[src/rtl/if_stage.sv]
// Instruction fetch stage: PC generation, one-cycle-latency imem interface and a
// 2-entry {pc, instr} skid FIFO toward decode, with redirect flush.
module if_stage #(
  parameter logic [31:0] RESET_PC = 32'h0000_0000
) (
  input  logic        CLK,
  input  logic        rst_n,
  output logic        imem_req,
  output logic [31:0] imem_addr,
  input  logic [31:0] imem_rdata,
  input  logic        redirect_valid,
  input  logic [31:0] redirect_pc,
  output logic        id_valid,
  input  logic        id_ready,
  output logic [31:0] id_pc,
  output logic [31:0] id_instr
);

  localparam int DATA_W = 32;

  function automatic logic [DATA_W-1:0] align_pc(input logic [DATA_W-1:0] a);
    return a & ~(DATA_W'(3));
  endfunction

  logic [DATA_W-1:0] pc_p0;
  logic              inflight_p1;
  logic              discard_p1;
  logic [DATA_W-1:0] req_pc_p1;
  logic [1:0]        count;
  logic [DATA_W-1:0] fifo_pc    [2];
  logic [DATA_W-1:0] fifo_instr [2];

  logic       fifo_nonempty;
  logic       pop;
  logic       push;
  logic       wr_idx;
  logic [2:0] occ;

  assign fifo_nonempty = (count != 2'd0);
  assign id_valid      = rst_n & fifo_nonempty & ~redirect_valid;
  assign pop           = id_valid & id_ready;
  // Occupancy after this cycle's pop, counting the response still on its way.
  assign occ           = {1'b0, count} + {2'b00, inflight_p1} - {2'b00, pop};
  assign imem_req      = rst_n & ~redirect_valid & (occ < 3'd2);
  assign imem_addr     = rst_n ? pc_p0 : align_pc(RESET_PC);
  assign push          = inflight_p1 & ~discard_p1 & ~redirect_valid;
  assign wr_idx        = (count == 2'd2) | ((count == 2'd1) & ~pop);

  assign id_pc    = (rst_n & fifo_nonempty) ? fifo_pc[0]    : '0;
  assign id_instr = (rst_n & fifo_nonempty) ? fifo_instr[0] : '0;

  // Stage p0 -> p1: request issue, PC advance and redirect
  always_ff @(posedge CLK) begin
    if (!rst_n) begin
      pc_p0       <= align_pc(RESET_PC);
      inflight_p1 <= 1'b0;
      discard_p1  <= 1'b0;
      count       <= 2'd0;
    end else begin
      inflight_p1 <= imem_req;
      discard_p1  <= redirect_valid;
      if (redirect_valid) begin
        pc_p0 <= align_pc(redirect_pc);
        count <= 2'd0;
      end else begin
        if (imem_req)
          pc_p0 <= pc_p0 + DATA_W'(4);
        count <= count + {1'b0, push} - {1'b0, pop};
      end
    end
  end

  always_ff @(posedge CLK) begin
    if (imem_req)
      req_pc_p1 <= pc_p0;
  end

  // Stage p1 -> FIFO: response capture; head shift and write may coincide
  always_ff @(posedge CLK) begin
    if (!redirect_valid) begin
      if (pop) begin
        fifo_pc[0]    <= fifo_pc[1];
        fifo_instr[0] <= fifo_instr[1];
      end
      if (push) begin
        if (wr_idx) begin
          fifo_pc[1]    <= req_pc_p1;
          fifo_instr[1] <= imem_rdata;
        end else begin
          fifo_pc[0]    <= req_pc_p1;
          fifo_instr[0] <= imem_rdata;
        end
      end
    end
  end

endmodule

[config.mk]
export PLATFORM = sky130hd
export DESIGN_NAME = if_stage
export DESIGN_NICKNAME = d
export VERILOG_FILES = /design/src/rtl/if_stage.sv
export SDC_FILE = /design/constraint.sdc
export NUM_CORES = 1
export LEC_CHECK = 0
export BUFFER_PORTS_ARGS = -buffer_cell sky130_fd_sc_hd__clkbuf_2
export CORE_MARGIN = 2
export CORE_UTILIZATION = 49
export DETAILED_ROUTE_END_ITERATION = 10
export PLACE_DENSITY = 0.75
export SYNTH_ARGS = -nofsm -noshare
export SYNTH_HDL_FRONTEND = slang
export SYNTH_SLANG_ARGS = --single-unit
[constraint.sdc]
create_clock -name CLK -period 5.15 [get_ports CLK]
set_clock_uncertainty 0.2 [all_clocks]
set_input_delay 1.03 -clock CLK [delete_from_list [all_inputs] [get_ports CLK]]
set_output_delay 1.03 -clock CLK [all_outputs]
set_load 0.1 [all_outputs]
==> results.sh <==
export IMPL_outcome="finished, final reports clean"
export IMPL_cts_tree="built"
export IMPL_die_y_um=132.3
export IMPL_grt_start_max_net_pins=52
export IMPL_p_sw_share_pct=23.80
export IMPL_track_usage_pct=18.88
export IMPL_slowest_stage="fa_1"
export IMPL_ant_nets=0
export IMPL_numCtsBuffers=17
export IMPL_cp_start_kind="primary input"
export IMPL_cp_cell_sequence="clkbuf_2 > and2b_1 > a21oi_1 > o21ai_2 > fa_1 > nand3b_1 > nor2_4 > buf_12"
export IMPL_yosys_area_top_type_share_pct=57.34
export IMPL_slew_violations=0
export IMPL_tns_ps=0
export IMPL_ir_drop_mv=0.2294
export IMPL_cts_root_buffer="clkbuf_16"
export IMPL_synth_cells=570
export IMPL_dr_first_iter_drc_count=338
export IMPL_endpoint_kind="primary output"
export IMPL_yosysSeqAreaShare_pct=65.78
export IMPL_synth_edf_count=154
export IMPL_ys_types=49
export IMPL_clkPwrFrac_pct=39.6
export IMPL_ys_warnings_count=0
export IMPL_power_density_mw_per_mm2=340.8
export IMPL_overflow=0
export IMPL_clockBufferDepth=2
export IMPL_grt_pass1_vias=4937
export IMPL_die_w_um=132.3
export IMPL_synthesis_area_mm2=0.008065
export IMPL_io_buffer_count=159
export IMPL_dr_pass1_iters=5
export IMPL_p_comb_share_pct=8.4
export IMPL_grt_pass1_wl_um=25880
export IMPL_gp_congestion=0.8687
export IMPL_final_layout_size_suffix_gt1_share_pct=30.22
export IMPL_cpPeakStageDelay_ps=670
export IMPL_p_int_mw=2.525
export IMPL_core_mm2=0.01600
export IMPL_rsz0062_at_grt="false"
export IMPL_area_delta_synth_final_pct=20.59
export IMPL_setup_viol=0
export IMPL_post_cts_buffers=0
export IMPL_syn_mean_instance_area_um2=14.15
export IMPL_clkTransAtPathRegs_ps=70
export IMPL_yosys_top_cells_area="edfxtp_1 57%, dfxtp_1 8.4%, mux2_1 8.2%, and2_1 7.5%, xnor2_1 2.1%"
export IMPL_synth_main_ff_cell="edfxtp_1"
export IMPL_cap_viol_max_count=0
export IMPL_detail_route_wl_per_cell_um=16.80
export IMPL_arrival_ps=3330
export IMPL_hold_viol_final=0
export IMPL_yosys_area_top_type="edfxtp_1"
export IMPL_p_seq_share_pct=52.0
export IMPL_tightest_slew_ps=660.7
export IMPL_async_flop_share_pct=0
export IMPL_cpLargestDelayFamily="simple AND/OR/NAND/NOR gates"
export IMPL_postRouteWirelength_um=16030
export IMPL_fp_dieArea_mm2=0.01750
export IMPL_cts_hold_buf=0
export IMPL_fmax_mhz=219.4
export IMPL_final_util_pct=60.78
export IMPL_cts_sinks=188
export IMPL_nNetsFinal=796
export IMPL_p_switching_mw=0.7888
export IMPL_antenna_found_initial=0
export IMPL_finalNonFillerCells=954
export IMPL_worst_path_buf_inv=2
export IMPL_dp_hpwl_um=11130
export IMPL_finalCriticalPeriod_ps=4558
export IMPL_p_leak_nw=3.749
export IMPL_worstSkewPairLatency_ps=420
export IMPL_worstPathRequired_ps=3920
export IMPL_max_slew_margin_pct=55.83
export IMPL_post_place_ws_ps=627.3
export IMPL_rows=46
export IMPL_crit_type="primary input to primary output"
export IMPL_ios=166
export IMPL_n_antenna_cell=0
export IMPL_drc=0
export IMPL_period_share_pct=88.51
export IMPL_start_util_pct=50.41
export IMPL_ctsResizeCount=0
export IMPL_total_power_mw=3.314
export IMPL_htreeDepth=4
export IMPL_fin_ws_ps=592.0
export IMPL_ys_ff_latch=188
export IMPL_dpl_cell_count=922
export IMPL_hold_class="flop to flop"
export IMPL_via_per_inst=5.191
export IMPL_vias=4952
export IMPL_cp_max_fo=20
## cells in the mapped netlist (all sizes together) (3+ instances only)
library cell	instances
a21oi	18
mux2i	4
nand4	5
and2	98
and3	5
inv	6
and4	3
edfxtp	154
mux2	63
buf	15
clkbuf	20
nand2b	3
a22o	5
o211a	4
nand2	19
nor2	10
nor3	9
dfxtp	34
nor2b	3
xnor2	20
xor2	9
nand3	13
o21ai	20
nor4	8
## cells in the final DEF, fill, tap and decap left out, types with 5 or more instances in the layout
cell type | Yosys | final
clkbuf_2 | 0 | 158
inv_1 | 6 | 6
and3_1 | 5 | 5
clkbuf_16 | 0 | 17
a22o_1 | 5 | 5
xnor2_1 | 19 | 19
nor3_1 | 8 | 8
buf_4 | 10 | 7
xor2_1 | 9 | 9
a21oi_1 | 18 | 18
o21ai_0 | 20 | 19
nand3_1 | 13 | 13
nand2_1 | 19 | 18
dfxtp_1 | 34 | 34
mux2_1 | 59 | 59
and2_1 | 97 | 97
edfxtp_1 | 154 | 154
nor2_1 | 10 | 6
## sequential cells by signal (all words and copies together), names as in the netlist
signal	cells
req_pc_p1	30
fifo_pc	60
discard_p1	1
pc_p0	30
inflight_p1	1
fifo_instr	64
count	2
## layout make-up
cell class                 count  area (um^2)
sequential                   188         5305
clock inverter                15        171.4
clock buffer                  17        425.4
multi-input combinational    344         2628
tap                          216        270.3
fill                        1296         6275
inverter                       6        22.52
timing repair buffer         168        903.4
## path summary, 6_finish.rpt
check	from	slack, ps	endpoint	depth (start not counted)
worst max-delay path	redirect_valid	590	imem_req	8
worst min-delay path	req_pc_p1[31]$_DFFE_PP_	250	fifo_pc[1][31]$_DFFE_PP_	0
worst max register to register	count[1]$_SDFF_PN0_	1520	pc_p0[17]$_SDFFE_PN0P_	11
worst min register to register	req_pc_p1[31]$_DFFE_PP_	250	fifo_pc[1][31]$_DFFE_PP_	0
## through the flow
step | hold WS, ps | cell area (um^2)
after floorplan | 220.4 | 8134
after global placement | 232.6 | 9129
after detailed placement | 237.7 | 9129
after CTS | 250.6 | 9726
after global routing | 262.2 | 9726
final | 248.2 | 9726
## power by group through the flow
stage,Combinational (mW),Clock (mW),Sequential (mW)
4_1_cts,0.282,1.34,1.72
3_5_place_dp,0.280,0,1.76
3_3_place_gp,0.275,0,1.75
5_1_grt,0.297,1.40,1.73
6_report,0.280,1.31,1.72
2_1_floorplan,0.214,0,1.74
## metal layers
layer,track usage [%],vias up,part of all wire (%)
met3,4.268,20,6.0
li1,-,2372,-
met5,0,-,0
met4,6.511,0,1.3
met1,25.82,2363,46
met2,30.01,197,46
## cells by family after synthesis
kind of cell / synth area share [%]
multiplexers: 9.293
adder cells (fa/ha/maj): 0.5584
buffers and inverters: 2.529
AO/OA/AOI/OAI: 4.251
other: 0.04650
flip-flops: 65.78
AND/OR/NAND/NOR: 14.30
XOR/XNOR: 3.242
Power figures use the tool's default switching activity.
